**src/rtl/temp_poll_monitor_if.sv**
```systemverilog
`timescale 1ns/1ps
// Handshake between the poll monitor and the DS18B20 controller:
// the monitor pulses start, the controller answers with readState and a temperature code.
interface temp_poll_monitor_if;
  logic       start;
  logic       readState;
  logic [8:0] temperature;

  modport master (output start, input readState, input temperature);
  modport slave  (input start, output readState, output temperature);
endinterface

```
**src/rtl/temp_poll_monitor.sv**
```systemverilog
`timescale 1ns/1ps
// Periodically triggers the DS18B20 controller, screens each completed read, keeps a
// moving average of accepted codes and raises a hysteretic over-temperature flag.
module temp_poll_monitor #(
  parameter int unsigned POLL_PERIOD = 10_000_000,
  parameter int unsigned TIMEOUT     = 2_000_000,
  parameter int unsigned AVG_LOG2    = 2,
  parameter logic [8:0]  HI_THRESH   = 9'd60,
  parameter logic [8:0]  LO_THRESH   = 9'd55
) (
  input  logic                CLK_10MHZ,
  input  logic                RST_N,
  input  logic                enable_i,
  temp_poll_monitor_if.master ctrl,
  output logic [8:0]          temp_last_o,
  output logic [8:0]          temp_avg_o,
  output logic                sample_valid_o,
  output logic                over_temp_o,
  output logic                sensor_fault_o,
  output logic [7:0]          sample_count_o
);

  localparam int unsigned DEPTH = 1 << AVG_LOG2;
  localparam int unsigned PW    = (AVG_LOG2 > 0) ? AVG_LOG2 : 1;
  localparam int unsigned SW    = 9 + AVG_LOG2;
  localparam int unsigned PCW   = $clog2(POLL_PERIOD);
  localparam int unsigned TCW   = (TIMEOUT > 1) ? $clog2(TIMEOUT) : 1;

  localparam logic [PCW-1:0] PERIOD_LAST = PCW'(POLL_PERIOD - 1);
  localparam logic [TCW-1:0] TO_LAST     = TCW'(TIMEOUT - 1);
  localparam logic [PW-1:0]  WP_LAST     = PW'(DEPTH - 1);
  localparam logic [8:0]     CODE_ERR    = 9'h1FF;

  typedef enum logic [2:0] {
    ST_IDLE        = 3'd0,
    ST_WAIT_PERIOD = 3'd1,
    ST_PULSE       = 3'd2,
    ST_WAIT_RISE   = 3'd3,
    ST_WAIT_FALL   = 3'd4,
    ST_CAPTURE     = 3'd5
  } state_e;

  state_e         state_q, state_d;
  logic [PCW-1:0] period_cnt_q, period_cnt_d;
  logic [TCW-1:0] to_cnt_q, to_cnt_d;
  logic           start_q, start_d;

  logic           rs_meta_q, rs_sync_q, rs_prev_q;
  logic [8:0]     temp_meta_q, temp_sync_q;
  logic           rise_s, fall_s, capture_s, timeout_s;

  logic           first_flag_q, first_flag_d;
  logic           buf_init_q, buf_init_d;
  logic [8:0]     buf_q [DEPTH];
  logic           buf_fill_s, buf_wr_s;
  logic [PW-1:0]  wp_q, wp_d;
  logic [SW-1:0]  sum_q, sum_d;

  logic [8:0]     temp_last_q, temp_last_d;
  logic [8:0]     temp_avg_q, temp_avg_d;
  logic           sample_valid_q, sample_valid_d;
  logic           over_temp_q, over_temp_d;
  logic           sensor_fault_q, sensor_fault_d;
  logic [7:0]     sample_count_q, sample_count_d;

  assign rise_s = rs_sync_q & ~rs_prev_q;
  assign fall_s = ~rs_sync_q & rs_prev_q;

  // Two-flop synchronisers for the controller outputs plus an edge-detect history flop
  always_ff @(posedge CLK_10MHZ or negedge RST_N) begin
    if (!RST_N) begin
      rs_meta_q   <= 1'b0;
      rs_sync_q   <= 1'b0;
      rs_prev_q   <= 1'b0;
      temp_meta_q <= 9'd0;
      temp_sync_q <= 9'd0;
    end else begin
      rs_meta_q   <= ctrl.readState;
      rs_sync_q   <= rs_meta_q;
      rs_prev_q   <= rs_sync_q;
      temp_meta_q <= ctrl.temperature;
      temp_sync_q <= temp_meta_q;
    end
  end

  // Poll sequencer state and its period / timeout counters
  always_ff @(posedge CLK_10MHZ or negedge RST_N) begin
    if (!RST_N) begin
      state_q      <= ST_IDLE;
      period_cnt_q <= {PCW{1'b0}};
      to_cnt_q     <= {TCW{1'b0}};
      start_q      <= 1'b0;
    end else begin
      state_q      <= state_d;
      period_cnt_q <= period_cnt_d;
      to_cnt_q     <= to_cnt_d;
      start_q      <= start_d;
    end
  end

  // Next-state logic; dropping enable abandons whatever poll is in flight
  always_comb begin
    state_d      = state_q;
    period_cnt_d = period_cnt_q;
    to_cnt_d     = to_cnt_q;
    capture_s    = 1'b0;
    timeout_s    = 1'b0;
    if (!enable_i) begin
      state_d = ST_IDLE;
    end else begin
      case (state_q)
        ST_IDLE: begin
          state_d      = ST_WAIT_PERIOD;
          period_cnt_d = {PCW{1'b0}};
        end
        ST_WAIT_PERIOD: begin
          if (period_cnt_q == PERIOD_LAST) begin
            state_d = ST_PULSE;
          end else begin
            period_cnt_d = period_cnt_q + PCW'(1'b1);
          end
        end
        ST_PULSE: begin
          state_d  = ST_WAIT_RISE;
          to_cnt_d = {TCW{1'b0}};
        end
        ST_WAIT_RISE: begin
          if (rise_s) begin
            state_d  = ST_WAIT_FALL;
            to_cnt_d = {TCW{1'b0}};
          end else if (to_cnt_q == TO_LAST) begin
            timeout_s    = 1'b1;
            state_d      = ST_WAIT_PERIOD;
            period_cnt_d = {PCW{1'b0}};
          end else begin
            to_cnt_d = to_cnt_q + TCW'(1'b1);
          end
        end
        ST_WAIT_FALL: begin
          if (fall_s) begin
            state_d = ST_CAPTURE;
          end else if (to_cnt_q == TO_LAST) begin
            timeout_s    = 1'b1;
            state_d      = ST_WAIT_PERIOD;
            period_cnt_d = {PCW{1'b0}};
          end else begin
            to_cnt_d = to_cnt_q + TCW'(1'b1);
          end
        end
        ST_CAPTURE: begin
          capture_s    = 1'b1;
          state_d      = ST_WAIT_PERIOD;
          period_cnt_d = {PCW{1'b0}};
        end
        default: begin
          state_d = ST_IDLE;
        end
      endcase
    end
    start_d = (state_d == ST_PULSE);
  end

  // Sample screening and running-sum update; the very first read after reset is stale
  always_comb begin
    first_flag_d   = first_flag_q;
    buf_init_d     = buf_init_q;
    buf_fill_s     = 1'b0;
    buf_wr_s       = 1'b0;
    wp_d           = wp_q;
    sum_d          = sum_q;
    temp_last_d    = temp_last_q;
    temp_avg_d     = temp_avg_q;
    sample_valid_d = 1'b0;
    sensor_fault_d = sensor_fault_q;
    sample_count_d = sample_count_q;
    if (timeout_s) begin
      sensor_fault_d = 1'b1;
    end else if (capture_s) begin
      if (temp_sync_q == CODE_ERR) begin
        sensor_fault_d = 1'b1;
      end else if (first_flag_q) begin
        first_flag_d = 1'b0;
      end else begin
        temp_last_d    = temp_sync_q;
        sensor_fault_d = 1'b0;
        sample_valid_d = 1'b1;
        sample_count_d = (sample_count_q == 8'hFF) ? sample_count_q : sample_count_q + 8'd1;
        if (!buf_init_q) begin
          buf_fill_s = 1'b1;
          buf_init_d = 1'b1;
          sum_d      = SW'(temp_sync_q) << AVG_LOG2;
        end else begin
          buf_wr_s = 1'b1;
          sum_d    = sum_q - SW'(buf_q[wp_q]) + SW'(temp_sync_q);
        end
        temp_avg_d = 9'(sum_d >> AVG_LOG2);
        wp_d       = (wp_q == WP_LAST) ? {PW{1'b0}} : wp_q + PW'(1'b1);
      end
    end else begin
      sample_valid_d = 1'b0;
    end
  end

  // Hysteresis follows the registered average, so it lags it by one cycle
  always_comb begin
    if (temp_avg_q >= HI_THRESH) begin
      over_temp_d = 1'b1;
    end else if (temp_avg_q <= LO_THRESH) begin
      over_temp_d = 1'b0;
    end else begin
      over_temp_d = over_temp_q;
    end
  end

  // Result registers
  always_ff @(posedge CLK_10MHZ or negedge RST_N) begin
    if (!RST_N) begin
      first_flag_q   <= 1'b1;
      buf_init_q     <= 1'b0;
      wp_q           <= {PW{1'b0}};
      sum_q          <= {SW{1'b0}};
      temp_last_q    <= 9'd0;
      temp_avg_q     <= 9'd0;
      sample_valid_q <= 1'b0;
      over_temp_q    <= 1'b0;
      sensor_fault_q <= 1'b0;
      sample_count_q <= 8'd0;
    end else begin
      first_flag_q   <= first_flag_d;
      buf_init_q     <= buf_init_d;
      wp_q           <= wp_d;
      sum_q          <= sum_d;
      temp_last_q    <= temp_last_d;
      temp_avg_q     <= temp_avg_d;
      sample_valid_q <= sample_valid_d;
      over_temp_q    <= over_temp_d;
      sensor_fault_q <= sensor_fault_d;
      sample_count_q <= sample_count_d;
    end
  end

  // Averaging window; the first accepted code fills every slot
  always_ff @(posedge CLK_10MHZ or negedge RST_N) begin
    if (!RST_N) begin
      for (int unsigned i = 0; i < DEPTH; i++) begin
        buf_q[i] <= 9'd0;
      end
    end else begin
      for (int unsigned i = 0; i < DEPTH; i++) begin
        if (buf_fill_s || (buf_wr_s && (wp_q == PW'(i)))) begin
          buf_q[i] <= temp_sync_q;
        end else begin
          buf_q[i] <= buf_q[i];
        end
      end
    end
  end

  assign ctrl.start     = start_q;
  assign temp_last_o    = temp_last_q;
  assign temp_avg_o     = temp_avg_q;
  assign sample_valid_o = sample_valid_q;
  assign over_temp_o    = over_temp_q;
  assign sensor_fault_o = sensor_fault_q;
  assign sample_count_o = sample_count_q;

endmodule
```
**src/flat_wrapper.sv**
```systemverilog
// flat-port wrapper written by rule: the top's interface ports become plain ports
module temp_poll_monitor_flat 
#(
  parameter int unsigned POLL_PERIOD = 10_000_000,
  parameter int unsigned TIMEOUT     = 2_000_000,
  parameter int unsigned AVG_LOG2    = 2,
  parameter logic [8:0]  HI_THRESH   = 9'd60,
  parameter logic [8:0]  LO_THRESH   = 9'd55
)
  (CLK_10MHZ, RST_N, enable_i, temp_last_o, temp_avg_o, sample_valid_o, over_temp_o, sensor_fault_o, sample_count_o, ctrl_start, ctrl_readState, ctrl_temperature);
  temp_poll_monitor_if ctrl_i ();
  input  logic CLK_10MHZ;
  input  logic RST_N;
  input  logic enable_i;
  output logic [8:0] temp_last_o;
  output logic [8:0] temp_avg_o;
  output logic sample_valid_o;
  output logic over_temp_o;
  output logic sensor_fault_o;
  output logic [7:0] sample_count_o;
  output wire logic [$bits(ctrl_i.start)-1:0] ctrl_start;
  input wire logic [$bits(ctrl_i.readState)-1:0] ctrl_readState;
  input wire logic [$bits(ctrl_i.temperature)-1:0] ctrl_temperature;
  assign ctrl_start = ctrl_i.start;
  assign ctrl_i.readState = ctrl_readState;
  assign ctrl_i.temperature = ctrl_temperature;
  temp_poll_monitor #(.POLL_PERIOD(POLL_PERIOD), .TIMEOUT(TIMEOUT), .AVG_LOG2(AVG_LOG2), .HI_THRESH(HI_THRESH), .LO_THRESH(LO_THRESH)) u_core (.CLK_10MHZ(CLK_10MHZ), .RST_N(RST_N), .enable_i(enable_i), .ctrl(ctrl_i), .temp_last_o(temp_last_o), .temp_avg_o(temp_avg_o), .sample_valid_o(sample_valid_o), .over_temp_o(over_temp_o), .sensor_fault_o(sensor_fault_o), .sample_count_o(sample_count_o));
endmodule
```
**config.mk**
```make
export PLATFORM = sky130hd
export DESIGN_NAME = temp_poll_monitor_flat
export DESIGN_NICKNAME = d
export VERILOG_FILES = /design/src/rtl/temp_poll_monitor_if.sv /design/src/rtl/temp_poll_monitor.sv /design/src/flat_wrapper.sv
export SDC_FILE = /design/constraint.sdc
export NUM_CORES = 1
export LEC_CHECK = 0
export CORE_ASPECT_RATIO = 0.8
export CORE_MARGIN = 3
export CORE_UTILIZATION = 45
export DETAILED_ROUTE_END_ITERATION = 12
export PLACE_DENSITY = 0.62
export REMOVE_ABC_BUFFERS = 1
export SETUP_SLACK_MARGIN = 0.15
export SYNTH_ARGS = -nofsm -noshare
export SYNTH_HDL_FRONTEND = slang
export SYNTH_SLANG_ARGS = --single-unit
```
**constraint.sdc**
```tcl
create_clock -name CLK_10MHZ -period 7.66 [get_ports CLK_10MHZ]
set_input_delay 1.532 -clock CLK_10MHZ [delete_from_list [all_inputs] [get_ports CLK_10MHZ]]
set_output_delay 1.532 -clock CLK_10MHZ [all_outputs]
set_load 0.1 [all_outputs]
```
Word-level counts from Yosys, hierarchy flattened
Cells that the tools add are included.
- word-level logic and storage cells: 126
- input port bits: 13
- flip-flop bits (word level): 150
- bitwise operators: 9
- add/sub/neg operators: 6
- $lt $le $gt $ge: 3
- eq/ne operators: 17
- multiplexer cells: 47
- reductions and logical operators: 21
- operators by type and width (cell ; number):
    2-to-1 mux 24 bit ; 4
    case mux 24 bit (4 select lines) ; 1
    2-to-1 mux 21 bit ; 3
    case mux 21 bit (3 select lines) ; 1
    2-to-1 mux 1 bit ; 26
    adder 24 x 1 -> 24 bit, second input constant ; 1
    equality test 24 bit, second input constant ; 1
    adder 21 x 1 -> 21 bit, second input constant ; 1
    equality test 21 bit, second input constant ; 1
    binary-select mux 9 bit (select 2 bit) ; 1
    2-to-1 mux 9 bit ; 2
    2-to-1 mux 3 bit ; 5
    case mux 3 bit (5 select lines) ; 1
    adder 11 x 9 -> 11 bit ; 1
    2-to-1 mux 11 bit ; 1
    subtractor 11 x 9 -> 11 bit ; 1
    AND reduction 5 bit ; 2
    equality test 3 x 2 -> 1 bit, second input constant ; 3
    equality test 9 bit, second input constant ; 1
    greater-or-equal comparator 9 x 6 -> 1 bit, second input constant ; 1
    <= comparator 9 x 6 -> 1 bit, second input constant ; 1
    adder 8 x 1 -> 8 bit, second input constant ; 1
    equality test 8 bit, second input constant ; 1
    equality test 3 bit, second input constant ; 2
    23 further kinds ; 40

Logic depth before layout (Yosys ltp)
Gate-level depths: netlist of the first run.
- depth after elaboration: 8
- depth in mapped cells: 12
- mapped depth without buffers: 11

Worst setup path before layout of the first run
OpenSTA, ideal clock, no wires.
- path kind: register -> register
- start: register u_core.wp_q[0]
- end: register u_core.sum_q[7]
- library setup time: 0.137 ns
- path buffers: 1
- slack: 4.322 ns
- cell stages (with the launch flop): 11
- arrival: 3.201 ns
- period minus slack after synthesis: 3.338 ns
- path through: dfrtp_1 -> buf_1 -> mux4_2 -> fa_1 -> inv_1 -> ha_1 -> and4_1 -> a211o_1 -> o21ai_0 -> xnor2_1 -> o221ai_1
- longest elaborated chain between the ends: 7
- ends and longest elaborated chain (item ; RTL line ; RTL):
    start, declared ; temp_poll_monitor.sv:56 ; logic [PW-1:0] wp_q, wp_d;
    start signal, assigned ; temp_poll_monitor.sv:220 ; wp_q <= {PW{1'b0}};
    start signal, assigned ; temp_poll_monitor.sv:231 ; wp_q <= wp_d;
    NOT 2 -> 3 bit (not written as such) ; temp_poll_monitor.sv:194 ; sum_d = sum_q - SW'(buf_q[wp_q]) + SW'(temp_sync_q);
    binary-select mux 9 bit (select 2 bit) ; temp_poll_monitor.sv:194 ;
    2-to-1 mux 9 bit (not written as such) (2 in a row) ; temp_poll_monitor.sv:194 ;
    subtractor 11 x 9 -> 11 bit ; temp_poll_monitor.sv:194 ;
    adder 11 x 9 -> 11 bit ; temp_poll_monitor.sv:194 ;
    2-to-1 mux 11 bit ; temp_poll_monitor.sv:188 ; if (!buf_init_q) begin
    end signal, assigned ; temp_poll_monitor.sv:221 ; sum_q <= {SW{1'b0}};
    end signal, assigned ; temp_poll_monitor.sv:232 ; sum_q <= sum_d;
    end, declared ; temp_poll_monitor.sv:57 ; logic [SW-1:0] sum_q, sum_d;
Every way passes these cells. The select of a mux whose other input is x is not followed.
A chain may end at the register's enable or synchronous reset.

Worst setup path in the final report of the first run
- start: input port enable_i
- end: register u_core.buf_q[3] in the netlist's numbering
- longest elaborated chain between the ends: 5
- elaborated cells between the ends (all ways): 8
- ends and longest elaborated chain (item ; RTL line ; RTL):
    start, declared ; flat_wrapper.sv:14 ; input logic enable_i;
    2-to-1 mux 1 bit ; temp_poll_monitor.sv:108 ; if (!enable_i) begin
    2-to-1 mux 1 bit ; temp_poll_monitor.sv:178 ; end else if (capture_s) begin
    2-to-1 mux 1 bit ; temp_poll_monitor.sv:176 ; if (timeout_s) begin
    logical AND 1 bit ; temp_poll_monitor.sv:250 ; if (buf_fill_s || (buf_wr_s && (wp_q == PW'(i)))) begin
    logical OR 1 bit * ; temp_poll_monitor.sv:250 ;
    end signal, assigned by index ; temp_poll_monitor.sv:251 ; buf_q[i] <= temp_sync_q;
    end signal, assigned by index ; temp_poll_monitor.sv:253 ; buf_q[i] <= buf_q[i];
    end, declared ; temp_poll_monitor.sv:54 ; logic [8:0] buf_q [DEPTH];
Mark *: on every way between the ends. The rest lies on a longest branch, timed or not.

==> results.ini, run 1 <==
[synth]
synth_simple_gate_area_frac=0.171
synth_edf_count=0
yosys_warnings=0
avgSynthCellArea_sq_um=10.3
synthMuxAreaShare=0.0902
netlist_area_sq_mm=0.00753
synth_xor_area_frac=0.0209
synth_compound_area_frac=0.135
synthAdderAreaFrac=0.0571
synthArstFlopShare=1.00
synthCells=728
yosysMostFrequentCell=dfrtp_1
yosysTopAreaCellShare=0.465
synth_common_cells=dfrtp_1 (140), inv_1 (60), nand2_1 (55)
synthTopCellsByArea=dfrtp_1 (47%), mux2_2 (5.5%), ha_1 (3.3%)
yosysSeqAreaShare=0.469
synthDistinctLibCells=72
yosysTopAreaCell=dfrtp_1
synth_top_family_by_area=simple AND/OR/NAND/NOR gates
synth_ff_type=dfrtp_1
ys_ff_latch=141

[clocking]
clock_latency_ns=0.44
cts_max_path_buffers=2
cts_buffers=17
cts_tree=done
htree_levels=4
root_buffer=clkbuf_16
postCtsSetupBuffers=0
cts_hold_buffers=0
clk_pin_slew_ns=0.06
ctsResizeCount=0
cts.sinks=141

[worst_setup_path]
worstPathArrival_ns=4.03
rr_startpoint=u_core.wp_q[0]$_DFFE_PN0P_
worst_setup_path_end_kind=flip-flop
r2r-end=u_core.sum_q[10]$_DFFE_PN0P_
critical_path.max_fanout=20
critical_path_required_ns=7.97
reg2reg_depth=11
crit_type=in -> reg
start_kind=primary input
reg2reg_slack_ns=4.10

[timing]
slew_violations=0
skew_ns=0.0141
finalSetupTns_ns=0
maxSlewHeadroom=0.173
rsz0062_at_grt=no
fin_crit_ns=3.72
max_freq_ghz=0.269
finalSetupViolations=0
post-route-period-util=0.485
tightest_slew_ns=1.23
hold_viol_final=0

[grt]
grt_pass1_vias=5789
use_met3=0.0364
antenna_found_initial=0
met1_usage=0.291
grt_max_degree=82
grt_pass1_wl_um=29700
grt_util_all_layers=0.204
overflow=0
grt_util_met2=0.312
grt.busiest_layer=met2

[final_layout]
finalCoreUtilization=0.539
multi_input_area_sq_mm=0.00360
fillers=1408
ff_latch_area_sq_mm=0.00353
antenna_cells=0
layout.nets=801
drive_above_1_share=0.141
syn_to_final_growth_pct=15.3

[floorplan]
core_area_sq_mm=0.0161
die_x_um=151
die_h_um=122
fp-row-count=41
die-area_sq_mm=0.0183
initial_utilization=0.468
io_pins=43

[power]
leakage_nw=3.81
ir_drop_mv=0.153
design_power_total_w=0.00169
power_density_mw_per_mm2=195

[flow_run]
drv_cap=0

[routing]
drc=0
ant_nets=0
num_vias=5828
drt-initial-drc-count=450
drtPass1Iterations=5
viasPerCell=5.90
wl_per_cell_um=18.0
wl_um=17800

[min_path]
hold_path.startpoint=u_core.temp_meta_q[4]$_DFF_PN0_
hold_path.class=reg -> reg
hold_depth=0
hold_end=u_core.temp_sync_q[4]$_DFF_PN0_

[placement]
gp_congestion=0.913
io_buffers=42
hpwl_um=12400

[outcome]
outcome=complete, no violations

## worst max-delay path by stage
stage / startpoint / to / slack, ns / depth (start not counted)
finish: enable_i / u_core.buf_q[3]$_DFFE_PN0P_ / 3.94 / 7
global route: enable_i / u_core.buf_q[23]$_DFFE_PN0P_ / 3.77 / 7
CTS: enable_i / u_core.buf_q[23]$_DFFE_PN0P_ / 3.97 / 7
detailed placement: enable_i / u_core.buf_q[6]$_DFFE_PN0P_ / 3.52 / 7
global placement: enable_i / u_core.buf_q[0]$_DFFE_PN0P_ / 3.57 / 7
floorplan: enable_i / u_core.to_cnt_q[14]$_DFFE_PN0P_ / 3.68 / 4
## cells in the final DEF, fill, tap and decap left out, types with 17 or more instances in the layout
cell type and instances:
a31oi_1 39, nand4_1 22, o21ai_0 34, mux2_2 37, clkbuf_16 17, nor2_1 24
a21oi_1 30, clkdlybuf4s50_1 41, nand2_1 55, dfrtp_1 140, nand3_1 23, ha_1 20
inv_1 60
## through the flow
| step | setup slack, ns | hold slack (ns) | area [sq um] | cells |
|---|---|---|---|---|
| after global placement | 3.57 | 0.335 | 8090 | 955 |
| final | 3.94 | 0.348 | 8690 | 987 |
| after floorplan | 3.68 | 0.331 | 7340 | 693 |
| after global routing | 3.77 | 0.354 | 8690 | 987 |
| after detailed placement | 3.52 | 0.336 | 8090 | 955 |
| after CTS | 3.97 | 0.350 | 8690 | 987 |
## worst max-delay path, stage by stage
cell             delay, ns
clkdlybuf4s50_1       0.68
nand4b_1              0.20
or2_0                 0.41
or2_0                 0.31
inv_2                 0.31
o21ai_2               0.25
mux2_2                0.33
## per-layer routing
metal,vias to the layer above,part of all wire,wire length (um)
met5,-,0,0
met4,0,0.013,235
met3,21,0.058,1030
met2,184,0.45,8000
met1,2886,0.48,8490
li1,2737,-,-
## cell type report
class,count,share of cell area
clock buffers,19,0.0521
clock inverters,13,0.0164
inverters,63,0.0272
multi-input cells,489,0.414
flip-flops and latches,141,0.406
well taps,215,0.0310
repair buffers,47,0.0529
## state kept, by name (all words and copies together), names as in the netlist, 3 cells and up
signal / count
u_core.buf_q: 36
u_core.period_cnt_q: 24
u_core.to_cnt_q: 21
u_core.sum_q: 11
u_core.temp_last_o: 9
u_core.temp_meta_q: 9
u_core.temp_sync_q: 9
u_core.sample_count_o: 8
u_core.state_q: 3
## cell families after synthesis
logic type / after synthesis
AOI/OAI and AO/OA: 158
DFF: 141
adders and majority gates: 29
buffers and inverters: 98
and+or+nand+nor: 232
xor gates and xnor gates: 18
muxes: 52
## power by group
part	total (W)	switching (W)	internal, W
logic	0.0000896	0.0000557	0.0000339
registers	0.000775	0.0000169	0.000758
clock network	0.000826	0.000329	0.000497
Note: power is estimated with default switching activity, not from simulation.
==> inputs of run 2 (changes only) <==
==> constraint.sdc (replaced) <==
create_clock -name CLK_10MHZ -period 3.6 [get_ports CLK_10MHZ]
set_input_delay 0.72 -clock CLK_10MHZ [delete_from_list [all_inputs] [get_ports CLK_10MHZ]]
set_output_delay 0.72 -clock CLK_10MHZ [all_outputs]
set_load 0.1 [all_outputs]
==> run 2 against run 1 <==
Routed wire length shrank 3.9%. Clock-buffer cell count rose by 1. Register-to-register slack got worse by 3.6 ns. Global-route usage is 0.44 points lower. Via count decreased by 0.67%. Utilization rose by 0.83 points. Non-clock buffer count up 10. Setup slack worse by 3.5 ns. Sequential power increased by 110%. Sequential share of layout area is 0.62 points lower. Highest routed layer unchanged.
==> results.ini, run 2 (same netlist as run 1, synthesis figures left out) <==
[outcome]
outcome=complete, no violations  ; unchanged

[routing]
viasPerCell=5.82  ; was 5.90
ant_nets=0  ; unchanged
drtPass1Iterations=6  ; was 5
num_vias=5789  ; was 5828
wl_per_cell_um=17.2  ; was 18.0 um
drt-initial-drc-count=358  ; was 450
drc=0  ; unchanged
wl_um=17100  ; was 17800 um

[power]
p_sw_frac=0.216  ; was 0.238
seqPwrFrac=0.436  ; was 0.458
power_density_mw_per_mm2=429  ; was 195 mW/mm^2
design_power_total_w=0.00378  ; was 0.00169 W
clkPwrFrac=0.513  ; was 0.489
netSwitchingPower_w=0.000816  ; was 0.000402 W
intPower_w=0.00297  ; was 0.00129 W
power_frac_comb=0.051  ; was 0.053
ir_drop_mv=0.383  ; was 0.153 mV
leakage_nw=3.88  ; was 3.81 nW

[final_layout]
fillers=1403  ; was 1408
multi_input_area_sq_mm=0.00360  ; unchanged
largest_register_ffs=36  ; unchanged
final_cell_mix=dfrtp_1 (140), inv_1 (60), nand2_1 (55)  ; unchanged
reg_top3=u_core.buf_q x36, u_core.period_cnt_q x24, u_core.to_cnt_q x21  ; unchanged
syn_to_final_growth_pct=17.1  ; was 15.3%
layout.nets=811  ; was 801
ff_latch_area_sq_mm=0.00353  ; unchanged
largest_register=u_core.buf_q  ; unchanged
antenna_cells=0  ; unchanged
final_common_cell=dfrtp_1  ; unchanged
drive_above_1_share=0.150  ; was 0.141

[worst_setup_path]
cp-startpoint=u_core.wp_q[0]$_DFFE_PN0P_  ; was enable_i
critical_path.max_fanout=8  ; was 20
cp_common_cell=nand3_1  ; was or2_0
cp_cell_sequence=buf_4 > mux4_2 > fa_1 > inv_1 > ha_1 > nand3_1 > a21boi_0 > o2111ai_1 > a2111o_1 > nand3_1  ; was clkdlybuf4s50_1 > nand4b_1 > or2_0 > or2_0 > inv_2 > o21ai_2 > mux2_2
critical_path_required_ns=3.95  ; was 7.97 ns
worstPathArrival_ns=3.50  ; was 4.03 ns
critPathSlowestCell=mux4_2  ; was clkdlybuf4s50_1
crit_type=reg -> reg  ; was in -> reg
rr_startpoint=u_core.wp_q[0]$_DFFE_PN0P_  ; unchanged
worst_setup_path_end_kind=flip-flop  ; unchanged
max_stage_delay_ns=0.53  ; was 0.68 ns
start_kind=flip-flop  ; was primary input

[floorplan]
die_x_um=151  ; unchanged
io_pins=43  ; unchanged
fp-row-count=41  ; unchanged
initial_utilization=0.468  ; unchanged
die-area_sq_mm=0.0183  ; unchanged
core_area_sq_mm=0.0161  ; unchanged
die_h_um=122  ; unchanged

[timing]
layout_setup_ws_ns=0.457  ; was 3.94 ns
max_freq_ghz=0.318
finalSetupTns_ns=0  ; unchanged
maxSlewHeadroom=0.294  ; was 0.173
tightest_slew_ns=1.06  ; was 1.23 ns
rsz0062_at_grt=no  ; unchanged
finalSetupViolations=0  ; unchanged
hold_viol_final=0  ; unchanged
slew_violations=0  ; unchanged
fin_crit_ns=3.14
post-route-period-util=0.873
skew_ns=0.0140  ; was 0.0141 ns

[clocking]
clk_pin_slew_ns=0.06  ; about the same
cts_tree=done  ; unchanged
cts_buffers=17  ; unchanged
ctsResizeCount=0  ; unchanged
cts.sinks=141  ; unchanged
postCtsSetupBuffers=0  ; unchanged
root_buffer=clkbuf_16  ; unchanged
htree_levels=4  ; unchanged
clock_latency_ns=0.42  ; was 0.44 ns
cts_max_path_buffers=2  ; unchanged
cts_hold_buffers=0  ; unchanged

[min_path]
hold_path.class=reg -> reg  ; unchanged
hold_path.startpoint=u_core.temp_meta_q[3]$_DFF_PN0_  ; was u_core.temp_meta_q[4]$_DFF_PN0_

[grt]
grt_pass1_wl_um=29200  ; was 29700 um
grt_pass1_vias=5691  ; was 5789
overflow=0  ; unchanged
grt_util_all_layers=0.199  ; was 0.204
grt_max_degree=118  ; was 82
antenna_found_initial=0  ; unchanged

[placement]
gp_congestion=0.862  ; was 0.913
detailedPlace.worstSlack_ns=0.471  ; was 3.52 ns
io_buffers=42  ; unchanged
hpwl_um=12000  ; was 12400 um

[flow_run]
drv_cap=0  ; unchanged

==> run 2: cell types whose count changed in the layout (fill, tap and decap cells not counted), sizes merged <==
cell    delta
buf       +10
clkinv     -6
bufinv     +3
clkbuf     +1
==> run 2: power groups by stage <==
stage          logic (W)  clock network (W)  registers [W]
2_1_floorplan   0.000112                  0        0.00166
3_3_place_gp    0.000189                  0        0.00167
3_5_place_dp    0.000195                  0        0.00167
4_1_cts         0.000195            0.00198        0.00165
5_1_grt         0.000218            0.00206        0.00165
6_report        0.000194            0.00194        0.00165
==> run 2: area by class of cell <==
cell class              count  share of cell area
multi-input cells         489               0.408
flip-flops and latches    141               0.400
repair buffers             57              0.0606
clock buffers              20              0.0529
well taps                 215              0.0305
inverters                  63              0.0268
clock inverters            10              0.0213
==> run 2: through the flow <==
stage                     area [sq um]  utilization  hold WS, ns  cells
after floorplan                   7340            -        0.331    693
after global placement            8170        0.507        0.331    965
after detailed placement          8170        0.507        0.335    965
after CTS                         8820        0.548        0.348    995
after global routing              8820        0.548        0.355    995
final                             8820        0.548        0.345    995
==> run 2: worst paths after layout <==
| check | end | cells after the start | slack [ns] |
|---|---|---|---|
| min reg2reg | u_core.temp_sync_q[3]$_DFF_PN0_ | 0 | 0.34 |
| max in group asynchronous | u_core.buf_q[19]$_DFFE_PN0P_ | 2 | 2.30 |
| min in group asynchronous | u_core.sample_count_o[6]$_DFFE_PN0P_ | 1 | 0.45 |
| max reg2reg | u_core.sum_q[9]$_DFFE_PN0P_ | 10 | 0.46 |
| max | u_core.sum_q[9]$_DFFE_PN0P_ | 10 | 0.46 |
| min | u_core.temp_sync_q[3]$_DFF_PN0_ | 0 | 0.34 |
==> run 2: layer usage <==
layer,routed length [um],track usage,part of all wire,vias up
met5,0,0,0,-
met4,145,0.0430,0.0085,0
met3,838,0.0469,0.049,15
met2,7800,0.308,0.46,147
met1,8290,0.289,0.49,2880
li1,-,-,-,2747
==> run 2: critical path, delay by kind of cell (launching register included) <==
kind / cells / cell delay [ns]
AOI/OAI and AO/OA: 3 / 0.88
adders and majority gates: 2 / 0.86
buffers and inverters: 2 / 0.23
DFF: 1 / 0.36
muxes: 1 / 0.53
and+or+nand+nor: 2 / 0.20
==> inputs of run 3 (changes only) <==
--- a/config.mk
+++ b/config.mk
@@ -6,9 +6,11 @@
 export NUM_CORES = 1
 export LEC_CHECK = 0
 export CORE_ASPECT_RATIO = 0.8
-export CORE_MARGIN = 3
+export CORE_MARGIN = 10
 export CORE_UTILIZATION = 45
+export CTS_CLUSTER_DIAMETER = 40
 export DETAILED_ROUTE_END_ITERATION = 12
+export GPL_ROUTABILITY_DRIVEN = 0
 export PLACE_DENSITY = 0.62
 export REMOVE_ABC_BUFFERS = 1
 export SETUP_SLACK_MARGIN = 0.15
==> run 3 against run 2 <==
Non-clock buffer count shrank 2. Clock-buffer cell count is the same. Clock skew shrank 0.0065 ns. Sequential power is essentially flat. Critical path depth is the same. Cell area grew 0.18%. Utilization shrank 1.2 points. Clock power grew 3%. Worst hold slack gained 0.0022 ns. Critical path type unchanged. Critical endpoint is now u_core.sum_q[10]$_DFFE_PN0P_. Largest cell class unchanged.
==> results.ini, run 3 (same netlist as run 1, synthesis figures left out) <==
[grt]
grt_pass1_vias=5822  ; was 5691
grt_util_all_layers=0.162  ; was 0.199
antenna_found_initial=0  ; unchanged
grt_max_degree=85  ; was 118
overflow=0  ; unchanged
grt_pass1_wl_um=29700  ; was 29200 um

[worst_setup_path]
start_kind=flip-flop  ; unchanged
worstPathArrival_ns=3.56  ; was 3.50 ns
critical_path_required_ns=3.85  ; was 3.95 ns
critical_path.max_fanout=9  ; was 8
crit_type=reg -> reg  ; unchanged
reg2reg_depth=10  ; unchanged
worst_setup_path_end_kind=flip-flop  ; unchanged

[timing]
tightest_slew_ns=0.975  ; was 1.06 ns
holdWs_ns=0.347  ; was 0.345 ns
hold_viol_final=0  ; unchanged
finalSetupTns_ns=0  ; unchanged
finalSetupViolations=0  ; unchanged
fin_crit_ns=3.30  ; was 3.14 ns
rsz0062_at_grt=no  ; unchanged
max_freq_ghz=0.303  ; was 0.318 GHz
maxSlewHeadroom=0.348  ; was 0.294
skew_ns=0.00744  ; was 0.0140 ns
layout_setup_ws_ns=0.297  ; was 0.457 ns
post-route-period-util=0.918  ; was 0.873
slew_violations=0  ; unchanged

[routing]
num_vias=5843  ; was 5789
drc=0  ; unchanged
ant_nets=0  ; unchanged
drt-initial-drc-count=584  ; was 358
wl_per_cell_um=17.1  ; was 17.2 um
viasPerCell=5.85  ; was 5.82
wl_um=17100  ; about the same
drtPass1Iterations=5  ; was 6

[floorplan]
initial_utilization=0.457  ; was 0.468
fp-row-count=42  ; was 41
core_area_sq_mm=0.0165  ; was 0.0161 sq mm
die_h_um=136  ; was 122 um
die_x_um=165  ; was 151 um
io_pins=43  ; unchanged
die-area_sq_mm=0.0223  ; was 0.0183 sq mm

[final_layout]
layout.nets=809  ; was 811
antenna_cells=0  ; unchanged
reg_top3=u_core.buf_q x36, u_core.period_cnt_q x24, u_core.to_cnt_q x21  ; unchanged
final_cell_mix=dfrtp_1 (139), inv_1 (60), nand2_1 (55)  ; was dfrtp_1 (140), inv_1 (60), nand2_1 (55)
largest_register=u_core.buf_q  ; unchanged
final_common_cell=dfrtp_1  ; unchanged
largest_register_ffs=36  ; unchanged
finalCoreUtilization=0.536  ; was 0.548
drive_above_1_share=0.150  ; about the same
fillers=1459  ; was 1403
syn_to_final_growth_pct=17.3  ; was 17.1%
final-instance-count-excl-fill=999  ; was 995

[clocking]
clock_latency_ns=0.41  ; was 0.42 ns
postCtsSetupBuffers=0  ; unchanged
clk_pin_slew_ns=0.06  ; about the same
cts_max_path_buffers=2  ; unchanged
htree_levels=4  ; unchanged
cts_hold_buffers=0  ; unchanged
ctsResizeCount=1  ; was 0
cts_buffers=17  ; unchanged
cts_tree=done  ; unchanged
root_buffer=clkbuf_16  ; unchanged
cts.sinks=141  ; unchanged

[placement]
detailedPlace.worstSlack_ns=0.137  ; was 0.471 ns
dp.cells=968  ; was 965
hpwl_um=12200  ; was 12000 um
io_buffers=42  ; unchanged

[min_path]
hold_path.class=reg -> reg  ; unchanged
hold_depth=0  ; unchanged

[outcome]
outcome=complete, no violations  ; unchanged

[flow_run]
drv_cap=0  ; unchanged

[power]
ir_drop_mv=0.425  ; was 0.383 mV
leakage_nw=3.89  ; was 3.88 nW
power_density_mw_per_mm2=435  ; was 429 mW/mm^2

-- run 3: changes by cell type in the layout (fill, tap and decap cells not counted), sizes merged --
cell / previous run / this run
inv: 61 / 62
bufinv: 5 / 6
clkinvlp: 2 / 1
buf: 16 / 14
-- run 3: power by group --
group / internal [W] / leakage (nW) / switching, W
clock: 0.00135 / 0.332 / 0.000653
sequential: 0.00161 / 1.85 / 0.0000339
combinational: 0.0000749 / 1.71 / 0.000119
total: 0.00304 / 3.89 / 0.000806
-- run 3: path summary, 6_finish.rpt --
path | start | to | slack [ns]
worst max-delay path | u_core.wp_q[0]$_DFFE_PN0P_ | u_core.sum_q[10]$_DFFE_PN0P_ | 0.30
worst min register to register | u_core.rs_meta_q$_DFF_PN0_ | u_core.rs_sync_q$_DFF_PN0_ | 0.35
max in group asynchronous | RST_N | u_core.period_cnt_q[13]$_DFFE_PN0P_ | 2.40
worst min-delay path | u_core.rs_meta_q$_DFF_PN0_ | u_core.rs_sync_q$_DFF_PN0_ | 0.35
min in group asynchronous | RST_N | u_core.temp_last_o[8]$_DFFE_PN0P_ | 0.36
worst max register to register | u_core.wp_q[0]$_DFFE_PN0P_ | u_core.sum_q[10]$_DFFE_PN0P_ | 0.30
-- run 3: per-layer routing --
metal | wire [um] | up-vias | global-route usage
met5 | 0 | - | 0
met4 | 131 | 0 | 0.0363
met3 | 992 | 11 | 0.0459
met2 | 7890 | 169 | 0.250
met1 | 8050 | 2910 | 0.223
li1 | - | 2753 | -
-- run 3: area by class of cell --
type,count,area (sq um),share of cell area
clock buffer,20,467,0.0528
clock inverter,11,211,0.0239
inverter,63,236,0.0268
multi-input combinational,489,3600,0.407
sequential,141,3530,0.400
tap,220,275,0.0311
timing repair buffer,55,519,0.0588
-- run 3: per-stage QoR --
stage	instance area, sq um	total power, W
after floorplan	7340	0.00178
after global placement	8160	0.00186
after detailed placement	8160	0.00187
after CTS	8840	0.00389
after global routing	8840	0.00400
final	8840	0.00384
-- run 3: worst max-delay path, stage by stage, from the launching register on --
cell,delay [ns]
dfrtp_2,0.55
buf_4,0.21
mux4_2,0.52
fa_1,0.49
inv_1,0.04
ha_1,0.34
or2_2,0.33
o2111ai_1,0.14
a31oi_1,0.15
mux2i_1,0.18
o311ai_0,0.18
